<file path="src/rtl/rom_load_arbiter.sv">
// Program-ROM arbiter: time-slices the single-port ROM between MCU fetch and a host
// loader, owns the divide-by-4 MCU phase and sequences downloads with the MCU in reset.
module rom_load_arbiter #(
  parameter int AW       = 11,
  parameter int DW       = 8,
  parameter int ROM_SIZE = 2048,
  parameter int HOLD     = 4
) (
  input  logic          clk,
  input  logic          reset,
  input  logic [AW-1:0] cpu_addr,
  output logic [DW-1:0] cpu_data,
  output logic          cpu_en,
  output logic          cpu_reset,
  output logic [AW-1:0] mem_addr,
  output logic [DW-1:0] mem_wdata,
  output logic          mem_we,
  input  logic [DW-1:0] mem_rdata,
  input  logic          dl_start,
  input  logic          dl_end,
  input  logic          dl_valid,
  input  logic [AW-1:0] dl_addr,
  input  logic [DW-1:0] dl_data,
  output logic          dl_ready,
  output logic          dl_done,
  output logic [11:0]   dl_count,
  output logic [7:0]    dl_sum,
  output logic          dl_err
);

  localparam int HW = $clog2(HOLD + 1);
  localparam logic [HW-1:0] HoldLast = HW'(HOLD - 1);
  localparam logic [AW:0]   RomLimit = (AW + 1)'(ROM_SIZE);

  typedef enum logic [1:0] {StRun, StLoad, StHold} state_e;

  state_e          state_q, state_d;
  logic [1:0]      phase_q;
  logic [HW-1:0]   hold_q, hold_d;
  logic [DW-1:0]   cpu_data_q;
  logic [11:0]     count_q, count_d, count_base;
  logic [7:0]      sum_q, sum_d, sum_base;
  logic            err_q, err_d;
  logic            in_range;
  logic            accept;
  logic            hold_end;

  always_comb begin
    state_d   = state_q;
    hold_d    = hold_q;
    dl_ready  = 1'b0;
    mem_addr  = cpu_addr;
    mem_wdata = dl_data;
    mem_we    = 1'b0;
    cpu_en    = 1'b0;
    cpu_reset = 1'b1;
    dl_done   = 1'b0;
    in_range  = ({1'b0, dl_addr} < RomLimit);
    hold_end  = (hold_q == HoldLast) && (phase_q == 2'd3);

    unique case (state_q)
      StRun: begin
        cpu_reset = 1'b0;
        cpu_en    = (phase_q == 2'd1);
        // Phase 3 is reserved for the fetch read; other phases may patch.
        if (phase_q != 2'd3) begin
          dl_ready = 1'b1;
          if (dl_valid) mem_addr = dl_addr;
        end
      end
      StLoad: begin
        dl_ready = 1'b1;
        if (dl_valid) mem_addr = dl_addr;
        if (dl_end) begin
          state_d = StHold;
          hold_d  = '0;
        end
      end
      StHold: begin
        if (hold_q != HoldLast) hold_d = hold_q + 1'b1;
        if (hold_end) begin
          state_d = StRun;
          dl_done = 1'b1;
        end
      end
      default: state_d = StHold;
    endcase

    if (dl_start) begin
      state_d = StLoad;
      dl_done = 1'b0;
    end
    if (reset) dl_done = 1'b0;

    accept = dl_valid && dl_ready;
    mem_we = accept && in_range;

    // A same-cycle write is accounted on top of the dl_start clear.
    count_base = dl_start ? 12'd0 : count_q;
    sum_base   = dl_start ? 8'd0 : sum_q;
    count_d    = count_base;
    sum_d      = sum_base;
    err_d      = dl_start ? 1'b0 : err_q;
    if (accept) begin
      if (in_range) begin
        if (count_base != 12'hFFF) count_d = count_base + 12'd1;
        sum_d = sum_base + 8'(dl_data);
      end else begin
        err_d = 1'b1;
      end
    end
  end

  always_ff @(posedge clk) begin
    if (reset) begin
      state_q    <= StHold;
      phase_q    <= 2'd0;
      hold_q     <= '0;
      cpu_data_q <= '0;
      count_q    <= 12'd0;
      sum_q      <= 8'd0;
      err_q      <= 1'b0;
    end else begin
      state_q <= state_d;
      phase_q <= phase_q + 2'd1;
      hold_q  <= hold_d;
      count_q <= count_d;
      sum_q   <= sum_d;
      err_q   <= err_d;
      if (state_q == StRun && phase_q == 2'd0) cpu_data_q <= mem_rdata;
    end
  end

  assign cpu_data = cpu_data_q;
  assign dl_count = count_q;
  assign dl_sum   = sum_q;
  assign dl_err   = err_q;

endmodule

</file>
<file path="config.mk">
export PLATFORM = sky130hd
export DESIGN_NAME = rom_load_arbiter
export DESIGN_NICKNAME = d
export VERILOG_FILES = /design/src/rtl/rom_load_arbiter.sv
export SDC_FILE = /design/constraint.sdc
export NUM_CORES = 1
export LEC_CHECK = 0
export CORE_AREA = 2 2 80 74
export DETAILED_ROUTE_END_ITERATION = 8
export DIE_AREA = 0 0 82 76
export PLACE_DENSITY_LB_ADDON = 0.12
export REMOVE_ABC_BUFFERS = 1
export SLEW_MARGIN = 20
export SYNTH_ARGS = -nofsm -noshare
export SYNTH_HDL_FRONTEND = slang
export SYNTH_SLANG_ARGS = --single-unit
</file>
<file path="constraint.sdc">
create_clock -name clk -period 2.9 [get_ports clk]
set_input_delay 0.58 -clock clk [delete_from_list [all_inputs] [get_ports clk]]
set_output_delay 0.58 -clock clk [all_outputs]
set_load 0.02 [all_outputs]
</file>
==> impl_metrics.yaml <==
outcome:
  status: "complete, no violations"
critical_path:
  cp.arrival_ps: 2230
  end_kind: "output pin"
  reg2reg_slack_ps: 820
  required_ps: 2320
  path_class: "primary input to output pin"
  rr_startpoint: "phase_q[0]"
  r2r_end: "dl_count[11]"
  crit_start: "dl_valid"
  critPathMaxFanout: 14
  start_kind: "primary input"
  endpoint: "mem_we"
  ff2ff_path_depth: 8
yosys:
  yosysUniqueCellTypes: 52
  synth.avg_cell_area_um2: 7.79
  netlist_instances: 282
  synth_top_area_share: 0.319
  yosys.area.top_type: "dfxtp_1"
  synth_top_family_by_area: "simple AND/OR/NAND/NOR gates"
  synth_common_cells: "nand2_1 (62), dfxtp_1 (35), a21oi_1 (25)"
  muxShareOfSynthArea: 0.00911
  synth_most_common_cell: "nand2_1"
  synth-xor-area-share: 0.0359
  async_flop_share: 0
  synth_compound_area_frac: 0.132
  synthAdderAreaFrac: 0.0831
  syn-cell-area_um2: 2200
  synth.area.top_cells: "dfxtp_1 (32%), nand2_1 (11%), ha_1 (7.4%), a21oi_1 (5.7%), buf_4 (3.8%)"
  synth-simple-area-share: 0.338
  synth_edf_count: 0
  synth_seq_cells: 35
  yosys_warnings: 0
  ys.flop_type: "dfxtp_1"
  yosysSeqAreaShare: 0.319
clock_network:
  root_buffer: "clkbuf_8"
  cts_setup_buffers: 0
  clk_pin_slew_worst_paths_ps: 80
  clkLatencyLatePin_ps: 290
  htreeDepth: 2
  clockBufferDepth: 2
  cts_tree: "done"
  numClockSinks: 35
  cts-hold-fix-buffers: 0
  cts-buffers-inserted: 5
sta:
  drv_slew: 0
  fin_ws_ps: 91.4
  rsz0062_at_grt: "false"
  fin_crit_sh: 0.968
  layout_min_cycle_time_ps: 2810
  fmax_mhz: 356
  setup_viol: 0
  clock_skew_ps: 11.4
  finalHoldViolCount: 0
global_routing:
  grt_max_degree: 40
  overflow: 0
  use_met3: 0.0379
  track_usage: 0.182
  busiest_layer: "met2"
  grt_pass1_vias: 2018
  grtUsageMet1: 0.231
  antenna_found_initial: 0
  grt_pass1_wl_um: 9070
  use_met2: 0.305
final_layout:
  nFillCells: 505
  n_antenna_cell: 0
  nNetsFinal: 430
  final_area_um2: 3280
  drive_above_1_share: 0.0829
  syn_to_final_growth_pct: 49.4
power_and_ir_drop:
  power_leakage_uw: 0.00138
  power_uw: 1230
  p_per_area_nw_per_um2: 374
  ir_drop_mv: 0.215
detailed_routing:
  wl_per_cell_um: 12.1
  vias_per_cell: 4.91
  totalWireLength_um: 5380
  ant_nets: 0
  route.detailed.drc: 0
  drt_iter0_markers: 87
  vias: 2181
  first_pass_iters: 4
worst_hold_path:
  hp-class: "flip-flop to flip-flop"
floorplan:
  die_w_um: 82
  start_util: 0.402
  ios: 96
  die_area_um2: 6230
  num_rows: 26
  die_y_um: 76
  core_um2: 5470
placed_design:
  gp_congestion: 0.790
  port-buffer-count: 94
  dp_slack_ps: -62.7
  placed_area_um2: 3180
  post-dp-hpwl_um: 4090
run:
  maxCapViolations: 0
==> cells by family (layout without fill, tap and decap cells) <==
group	count (synthesis)	count (layout)
AND/OR/NAND/NOR	141	141
AO/OA/AOI/OAI	47	47
flip-flops	35	35
buffers and inverters	33	125
adder cells (fa/ha/maj)	14	14
XOR/XNOR	9	9
multiplexers	2	2
other	1	1
==> metal layers <==
metal  vias to the layer above  share of wire
met4                         0          0.010
met1                       998           0.47
met2                        43           0.49
li1                       1132              -
met3                         8          0.034
met5                         -              0
==> cell type report <==
class,instances,area (um^2),share of cell area
well taps,70,87.6,0.0267
flip-flops and latches,35,701,0.213
clock buffers,5,68.8,0.0210
repair buffers,106,1020,0.311
multi-input cells,214,1320,0.402
inverters,11,43.8,0.0133
clock inverters,3,43.8,0.0133
==> metrics by stage <==
stage          utilization  TNS (ps)  hold slack (ps)  std cells
2_1_floorplan            -         0              433        260
3_5_place_dp         0.582      -595              447        436
6_report             0.601         0              457        444
3_3_place_gp         0.582      -376              442        436
5_1_grt              0.601         0              477        444
4_1_cts              0.600         0              458        444
==> sequential cells by signal, indices dropped and copies added, names as in the netlist <==
signal    cells
cpu_data      8
dl_count     12
dl_sum        8
hold_q        3
phase_q       2
state_q       2
==> how the worst min path moves through the flow <==
stage / start / to / slack (ps) / cells past startpoint
6_report: cpu_data[1] / cpu_data[1] / 460 / 2
4_1_cts: cpu_data[1] / cpu_data[1] / 460 / 2
3_3_place_gp: cpu_data[7] / cpu_data[7] / 440 / 2
2_1_floorplan: phase_q[0] / phase_q[0] / 430 / 1
5_1_grt: cpu_data[5] / cpu_data[5] / 480 / 2
3_5_place_dp: cpu_data[1] / cpu_data[1] / 450 / 2
==> what timing repair did <==
item / 4_1_cts / 5_1_grt
resized for setup: 12 / 1
endpoints found under the setup margin: 11 / 1
cloned: 0 / 0
hold endpoints to repair: 0 / 0
==> where the power goes <==
group          internal [uW]  switching [uW]  leakage, uW
logic                    139             135      0.00104
clock network            256             190    0.0000581
registers                496            10.9     0.000284
total                    891             336      0.00138
==> cells in the final DEF, fill, tap and decap left out, drive strengths merged, types with 3 or more instances in the layout <==
cell type       n
a21oi          26
and2            4
and2b           6
and3            4
and4            3
buf            12
clkbuf          5
clkdlybuf4s50  82
dfxtp          35
dlygate4sd2    11
ha             13
inv            11
nand2          62
nand3           4
nand4           5
nor2           17
nor2b           9
nor3           10
nor3b           5
o211ai          5
o21ai           5
xnor2           4
xor2            5
==> critical path, cell delays in order <==
cell and delay (ps):
clkdlybuf4s50_1 440, or3b_1 410, inv_4 160, clkdlybuf4s50_1 630
No activity file was read; power rests on OpenSTA's default activity.
